[src/rtl/pipe_pkg.sv]
// Shared types for the inter-stage pipeline registers: occupancy encoding,
// stage payload structs (use $bits(<struct>) as DATA_W) and a small helper.
package pipe_pkg;

  typedef logic [1:0] occ_t;

  localparam occ_t OCC_EMPTY = 2'd0;
  localparam occ_t OCC_ONE   = 2'd1;
  localparam occ_t OCC_FULL  = 2'd2;

  typedef struct packed {
    logic [31:0] pc;
    logic [31:0] pc4;
    logic [31:0] instr;
  } if_id_t;

  typedef struct packed {
    logic [31:0] pc;
    logic [31:0] pc4;
    logic [31:0] rs1_val;
    logic [31:0] rs2_val;
    logic [31:0] imm;
    logic [4:0]  rs1;
    logic [4:0]  rs2;
    logic [4:0]  rd;
    logic [7:0]  ctrl;
  } id_ex_t;

  typedef struct packed {
    logic [31:0] pc4;
    logic [31:0] alu_res;
    logic [31:0] store_data;
    logic [4:0]  rd;
    logic [7:0]  ctrl;
  } ex_mem_t;

  typedef struct packed {
    logic [31:0] pc4;
    logic [31:0] wb_data;
    logic [4:0]  rd;
    logic [7:0]  ctrl;
  } mem_wb_t;

  // Number of held entries given the two valid bits.
  function automatic occ_t occ_count(input logic head_v, input logic skid_v);
    return occ_t'({1'b0, head_v} + {1'b0, skid_v});
  endfunction

endpackage

[src/rtl/pipe_entry_reg.sv]
// One pipeline entry: valid bit, error flag and payload.
// clear beats load beats pop for the valid bit; payload and err only change
// on load, so they hold stale contents while the entry is invalid.
module pipe_entry_reg
  import pipe_pkg::*;
#(
  parameter int DATA_W = 160
) (
  input  logic              clk,
  input  logic              rst,
  input  logic              load,
  input  logic              pop,
  input  logic              clear,
  input  logic [DATA_W-1:0] d_data,
  input  logic              d_err,
  output logic              valid,
  output logic [DATA_W-1:0] data,
  output logic              err
);

  logic              valid_q, valid_d;
  logic [DATA_W-1:0] data_q, data_d;
  logic              err_q, err_d;

  // Next-state for the entry: kill, fill, drain or hold.
  always_comb begin
    valid_d = valid_q;
    data_d  = data_q;
    err_d   = err_q;
    if (load) begin
      data_d = d_data;
      err_d  = d_err;
    end
    if (clear) begin
      valid_d = 1'b0;
    end else if (load) begin
      valid_d = 1'b1;
    end else if (pop) begin
      valid_d = 1'b0;
    end
  end

  // Entry state register.
  always_ff @(posedge clk or posedge rst) begin
    if (rst) begin
      valid_q <= 1'b0;
      data_q  <= '0;
      err_q   <= 1'b0;
    end else begin
      valid_q <= valid_d;
      data_q  <= data_d;
      err_q   <= err_d;
    end
  end

  assign valid = valid_q;
  assign data  = data_q;
  assign err   = err_q;

endmodule

[src/rtl/pipe_stage_skid.sv]
// Inter-stage pipeline register with optional 2-entry skid buffer, flush,
// sticky error flag and saturating stall counter.
//
// Handshake: a beat transfers on a rising edge where valid && ready are both
// high (in_fire / out_fire). A producer holds valid and its payload stable
// until the transfer; ready may be asserted without valid. With SKID=1,
// in_ready is !skid_valid, a flop output, so out_ready never reaches in_ready
// combinationally. With SKID=0, in_ready = !head_valid || out_ready.
module pipe_stage_skid
  import pipe_pkg::*;
#(
  parameter int DATA_W = 160,
  parameter int SKID   = 1,
  parameter int CNT_W  = 16
) (
  input  logic              clk,
  input  logic              rst,
  input  logic              in_valid,
  output logic              in_ready,
  input  logic [DATA_W-1:0] in_data,
  input  logic              in_err,
  input  logic              flush,
  output logic              out_valid,
  input  logic              out_ready,
  output logic [DATA_W-1:0] out_data,
  output logic              out_err,
  output logic [1:0]        occupancy,
  output logic              err_sticky,
  output logic [CNT_W-1:0]  stall_cnt
);

  localparam logic [CNT_W-1:0] CNT_MAX = '1;
  localparam logic [CNT_W-1:0] CNT_ONE = {{(CNT_W-1){1'b0}}, 1'b1};

  logic              head_valid, head_err;
  logic [DATA_W-1:0] head_data;
  logic              skid_valid, skid_err;
  logic [DATA_W-1:0] skid_data;

  logic              head_load, head_pop, skid_load, skid_pop;
  logic [DATA_W-1:0] head_d_data;
  logic              head_d_err;

  logic              in_fire, out_fire;

  logic              err_sticky_q, err_sticky_d;
  logic [CNT_W-1:0]  stall_cnt_q, stall_cnt_d;

  assign in_ready = (SKID != 0) ? !skid_valid : (!head_valid || out_ready);
  assign in_fire  = in_valid && in_ready;
  assign out_fire = head_valid && out_ready;

  // Steering: decide which entry loads, from where, and which drains.
  always_comb begin
    head_load   = 1'b0;
    head_pop    = 1'b0;
    skid_load   = 1'b0;
    skid_pop    = 1'b0;
    head_d_data = in_data;
    head_d_err  = in_err;
    if (SKID != 0) begin
      if (skid_valid) begin
        // Skid full: in_ready is low, so only the skid->head move can happen.
        if (out_fire) begin
          head_load   = 1'b1;
          skid_pop    = 1'b1;
          head_d_data = skid_data;
          head_d_err  = skid_err;
        end
      end else if (!head_valid || out_fire) begin
        // Head free (or leaving this cycle): input goes straight to head.
        head_load = in_fire;
        head_pop  = out_fire && !in_fire;
      end else begin
        // Head stuck: park the input in the skid entry.
        skid_load = in_fire;
      end
    end else begin
      head_load = in_fire;
      head_pop  = out_fire && !in_fire;
    end
  end

  pipe_entry_reg #(.DATA_W(DATA_W)) u_head (
    .clk    (clk),
    .rst    (rst),
    .load   (head_load),
    .pop    (head_pop),
    .clear  (flush),
    .d_data (head_d_data),
    .d_err  (head_d_err),
    .valid  (head_valid),
    .data   (head_data),
    .err    (head_err)
  );

  generate
    if (SKID != 0) begin : g_skid
      pipe_entry_reg #(.DATA_W(DATA_W)) u_skid (
        .clk    (clk),
        .rst    (rst),
        .load   (skid_load),
        .pop    (skid_pop),
        .clear  (flush),
        .d_data (in_data),
        .d_err  (in_err),
        .valid  (skid_valid),
        .data   (skid_data),
        .err    (skid_err)
      );
    end else begin : g_no_skid
      assign skid_valid = 1'b0;
      assign skid_data  = '0;
      assign skid_err   = 1'b0;
    end
  endgenerate

  // Sticky error and saturating stall counter next-state; flush wins.
  always_comb begin
    err_sticky_d = err_sticky_q;
    stall_cnt_d  = stall_cnt_q;
    if (flush) begin
      err_sticky_d = 1'b0;
      stall_cnt_d  = '0;
    end else begin
      if (in_fire && in_err) begin
        err_sticky_d = 1'b1;
      end
      if (head_valid && !out_ready && (stall_cnt_q != CNT_MAX)) begin
        stall_cnt_d = stall_cnt_q + CNT_ONE;
      end
    end
  end

  // Status registers.
  always_ff @(posedge clk or posedge rst) begin
    if (rst) begin
      err_sticky_q <= 1'b0;
      stall_cnt_q  <= '0;
    end else begin
      err_sticky_q <= err_sticky_d;
      stall_cnt_q  <= stall_cnt_d;
    end
  end

  assign out_valid  = head_valid;
  assign out_data   = head_data;
  assign out_err    = head_err;
  assign occupancy  = occ_count(head_valid, skid_valid);
  assign err_sticky = err_sticky_q;
  assign stall_cnt  = stall_cnt_q;

endmodule

[config.mk]
export PLATFORM = sky130hd
export DESIGN_NAME = pipe_stage_skid
export DESIGN_NICKNAME = d
export VERILOG_FILES = /design/src/rtl/pipe_pkg.sv /design/src/rtl/pipe_entry_reg.sv /design/src/rtl/pipe_stage_skid.sv
export SDC_FILE = /design/constraint.sdc
export NUM_CORES = 1
export LEC_CHECK = 0
export CORE_UTILIZATION = 27
export DETAILED_ROUTE_END_ITERATION = 10
export GPL_TIMING_DRIVEN = 0
export PLACE_DENSITY = 0.6
export SYNTH_ARGS = -nofsm -noshare
export SYNTH_HDL_FRONTEND = slang
export SYNTH_SLANG_ARGS = --single-unit
[constraint.sdc]
create_clock -name clk -period 13.55 [get_ports clk]
set_input_delay 2.71 -clock clk [delete_from_list [all_inputs] [get_ports clk]]
set_output_delay 2.71 -clock clk [all_outputs]
set_load 0.02 [all_outputs]
# Word-level counts from Yosys, hierarchy flattened
# Index checks and enable logic that the tools add are counted.
[classes]
eq_ne = 1
reduce_logical = 15
mux = 22
n_addsub = 2
[op_table]
columns = ["op", "count"]
rows = [
  ["$mux 160", 2],
  ["$mux 16", 2],
  ["$mux 1", 18],
  ["$add 16x1->16 const B", 1],
  ["$ne 16x16->1 const B", 1],
  ["$logic_and 1x1->1", 6],
  ["$reduce_bool 3->1", 2],
  ["$logic_not 1->1", 4],
  ["$reduce_bool 2->1", 2],
  ["$add 1x1->2", 1],
  ["$logic_or 1x1->1", 1],
]
[word_totals]
input_bits = 166
elab_cells = 48
ff_bits = 341

# Depth between registers and ports, before layout
[logic_depth]
ltp_word = 9
ltp_mapped = 8
ltp_nobuf = 5

# Hierarchy
# Synthesis repeated with hierarchy kept, for this count alone.
[hier_totals]
hier_cells = 980
hier_area_um2 = 15610.0
[by_module_without_submodules]
columns = ["mod", "cells_each", "seq_area_each_um2", "instances", "area_per_inst_um2"]
rows = [
  ["pipe_entry_reg", 345, 4053.9, 2, 6334.8],
  ["pipe_stage_skid", 290, 425.4, 1, 2940.3],
]

# Worst setup path before layout
# No wires, ideal clock.
[synth_timing]
path_type = "input -> register"
from = "input port out_ready"
to = "register stall_cnt_q[15], in the netlist stall_cnt[15]"
setup_slack_ns = 9.405
arrival_time_ns = 4.018
required_ns = 13.423
setup_time_ns = 0.127
cell_stages = 4
cell_sequence = "nand2b_1 or4_4 and4bb_1 mux2_1"
[synth_between]
elab_chain_len = 4
[synth_lines]
columns = ["item", "line_no", "rtl"]
rows = [
  ["start: declaration", "pipe_stage_skid.sv:24", "input logic out_ready,"],
  ["$logic_not 1->1", "pipe_stage_skid.sv:129", "if (head_valid && !out_ready && (stall_cnt_q != CNT_MAX)) begin"],
  ["$logic_and 1x1->1 (2 in a row)", "pipe_stage_skid.sv:129", ""],
  ["$reduce_bool 2->1 (no source line)", "--", ""],
  ["end signal: assignment", "pipe_stage_skid.sv:142", "stall_cnt_q <= stall_cnt_d;"],
  ["end: declaration", "pipe_stage_skid.sv:47", "logic [CNT_W-1:0] stall_cnt_q, stall_cnt_d;"],
]
# No other way between the ends.
# A chain may end at the register's enable or synchronous reset.

# Worst setup path in the final report
[layout_timing]
from = "input port out_ready"
to = "register g_skid.u_skid.data_q[158], in the netlist g_skid.u_skid.data[158]"
[layout_between]
elab_chain_len = 4
[layout_lines]
columns = ["item", "line_no", "rtl"]
rows = [
  ["$logic_and 1x1->1", "pipe_stage_skid.sv:51", "assign out_fire = head_valid && out_ready;"],
  ["$logic_or 1x1->1", "pipe_stage_skid.sv:70", "end else if (!head_valid || out_fire) begin"],
  ["$mux 1", "pipe_stage_skid.sv:70", ""],
  ["$mux 1", "pipe_stage_skid.sv:62", "if (skid_valid) begin"],
  ["end signal: assignment", "pipe_entry_reg.sv:51", "data_q <= data_d;"],
  ["end: declaration", "pipe_entry_reg.sv:22", "logic [DATA_W-1:0] data_q, data_d;"],
]
# No other way between the ends.

==> reports/results.ini <==
[run_status]
run_status=complete, no violations

[placed_design]
buffer_ports.inserted=347
worst_setup_slack_after_placement_ns=7.704
hpwlAfterDp_mm=29.04
finalWeightedCongestion=0.8028
placed_cells_incl_taps=2193
placedInstanceArea_sq_um=18730

[clocking]
cts_tree=done
buffer_type_at_the_clock_tree_root=sky130_fd_sc_hd__clkbuf_16
worst_setup_hold_path_clk_slew_ns=0.06
clk_latency_ns=0.56
clock_tree_buffer_depth=3
cts_resized=0
htree_levels=2
hold_fix_buffers_cts=0
cts_num_sinks=341
post_cts.repair.setup_buffers=0
cts-buffers-inserted=40

[layout]
area_growth_pct=39.24
layout_common_cells=347 x sky130_fd_sc_hd__clkdlybuf4s50_1, 341 x sky130_fd_sc_hd__dfrtp_1, 168 x sky130_fd_sc_hd__mux2_2
final_common_cell=sky130_fd_sc_hd__clkdlybuf4s50_1
fin_nets=1715
multiInputGateArea_sq_um=5448
n_antenna_cell=0
filler_cell_count=5134
post_route_cells_drive_above_1_share=0.1777
post-route-cell-area_sq_um=19960
final-seq-area_sq_um=8533
finish.cell_count_without_fillers=2258

[yosys]
ys_seq_elements=341
synthesis.yosys.warnings=0
asyncSetResetFlopFracSynth=1.000
synthMuxAreaShare=0.2466
seq_area_frac_synth=0.5952
synth_edf_count=0
count_of_mapped_cells_out_of_synthesis=1156
synth_simple_gate_area_share=0.06615
synth_compound_area_frac=0.06545
synth-xor-area-share=0
syn_area_per_cell_sq_um=12.40
largest_family_of_logic_cells_by_synthesized_area=multiplexers
mappedNetlistNets=1324
yosys.area_share.adder=0.001745
post_synth_instance_area_sq_um=14340
yosys_most_used_dff=sky130_fd_sc_hd__dfrtp_1
yosys.cell_types.count=34

[sta]
report.final.hold_viol_count=0
layout_min_cycle_time_ns=5.079
setup_slack_ns=8.471
timing.hold.ws_ns=0.4726
worst_pin_slew_ns=0.9690
rsz_0062_raised_after_global_routing=no
final.period_utilization=0.3749
achievable-frequency_mhz=196.9
setup-violations-final=0
slew_viol_final=0
headroom_to_the_max_slew_limit=0.3516
setup_total_negative_slack_ns=0
clock_skew_ns=0.01993

[worst_setup_path]
cp_data_required_time_ns=13.97
top_cell_family_by_delay_on_the_critical_path=buffers and inverters
cpMostUsedCell=sky130_fd_sc_hd__buf_2
critPathMaxStageDelay_ns=0.77
criticalPathCategory=in2reg
worstPathArrival_ns=5.50
setup.worst_path.end_class=register
critical_path.slowest_cell=sky130_fd_sc_hd__nor2_1
critical_path.n_buffers_inverters=3
cp_max_fo=10
setup.worst_path.start_class=primary input
crit_chain=clkdlybuf4s50_1, nand2b_1, nor2_1, buf_2, buf_2, mux2_2

[detailed_routing]
wl_per_cell_microns=18.42
remaining_drc_errors=0
drtAntennaViolNets=0
count_of_vias_placed_by_the_detailed_router=10344
finalWirelength_mm=41.59
drt_first_pass_iters=4
detailedRoute.firstIterationViolations=411
routed_via_density=4.581

[worst_hold_path]
hold_path.class=reg2reg

[pwr]
worst_ir_drop_vdd_v=0.00008965
power.static_leakage_uw=0.008210
power-per-cell-area_nw_per_um2=151.7

[grt]
via_count_of_the_first_global_routing_pass=10999
grt_pass1_wl_mm=64.89
grt.total_usage=0.1553
grt_start_max_net_pins=117
grt_overflow_total=0
grt_antenna_before_repair=5

[floorplan]
die_height_microns=232.4
initial_utilization=0.2728
core.rowCount=84
floorplan.core_area_sq_um=52550
floorplan.die_area_sq_um=54030
pin_count=348
die-width_microns=232.4

[run]
maxCapViolations=0

==> cell usage after synthesis, drive strengths merged (4+ instances only) <==
cell	instances	area (sq um)
nand2b	5	31.28
nor2b	9	56.30
nor2	16	62.56
buf	48	244.0
nand2	166	623.1
mux2i	162	1622
clkbuf	26	97.59
dfrtp	341	8533
inv	4	15.01
a211oi	6	45.04
o21ai	164	820.8
mux2	170	1914
a21oi	9	45.04
==> path summary, 6_finish.rpt <==
kind,depth (start not counted),start,slack [ns],end
hold reg to reg,2,g_skid.u_skid.data[145]$_DFFE_PP0P_,0.47,u_head.data[145]$_DFFE_PP0N_
min in group asynchronous,2,rst,2.69,err_sticky$_DFFE_PP0P_
hold / removal,2,g_skid.u_skid.data[145]$_DFFE_PP0P_,0.47,u_head.data[145]$_DFFE_PP0N_
max in group asynchronous,3,rst,9.75,u_head.data[130]$_DFFE_PP0N_
setup / recovery,6,out_ready,8.47,g_skid.u_skid.data[158]$_DFFE_PP0P_
setup reg to reg,5,u_head.valid$_DFFE_PP0P_,10.75,g_skid.u_skid.data[158]$_DFFE_PP0P_
==> tightest hold or removal path, delay by kind of cell, from the launching register on <==
kind	cells	cell delay, ns
compound gates	1	0.06
simple gates	1	0.04
flops	1	0.33
==> through the flow <==
| step | power [uW] | utilization |
|---|---|---|
| finish | 3028 | 0.3799 |
| CTS | 3085 | 0.3799 |
| global route | 3195 | 0.3799 |
| floorplan | 1700 | - |
| detailed placement | 2027 | 0.3565 |
| global placement | 2003 | 0.3553 |
==> final cells by class <==
class	count	area share
flip-flops and latches	341	0.4274
multi-input cells	737	0.2729
repair buffers	349	0.1767
clock buffers	55	0.05703
well taps	688	0.04312
plain buffers	74	0.01711
clock inverters	10	0.004575
inverters	4	0.001128
==> sequential cells by signal, indices dropped and copies added, names as in the netlist <==
register / flops
g_skid.u_skid.err: 1
g_skid.u_skid.data: 160
u_head.err: 1
u_head.data: 160
err_sticky: 1
u_head.valid: 1
g_skid.u_skid.valid: 1
stall_cnt: 16
==> where the power goes <==
| group | internal, uW | switching (uW) |
|---|---|---|
| logic | 350 | 300 |
| registers | 1240 | 114 |
| clock network | 603 | 425 |
| total | 2190 | 839 |
==> cells by family after synthesis <==
kind of cell	count (synthesis)
and+or+nand+nor	220
DFF	341
adders and majority gates	2
muxes	332
buffers and inverters	78
AOI/OAI and AO/OA	183
==> per-layer routing <==
layer  global-route usage  part of all wire  vias up
met5                    0            0.0011        -
met4              0.04955             0.025        8
met3              0.04877             0.072       68
met2               0.2481              0.47      260
met1               0.1986              0.43     5180
li1                     -                 -     4828
Note: power is estimated with default switching activity, not from simulation.
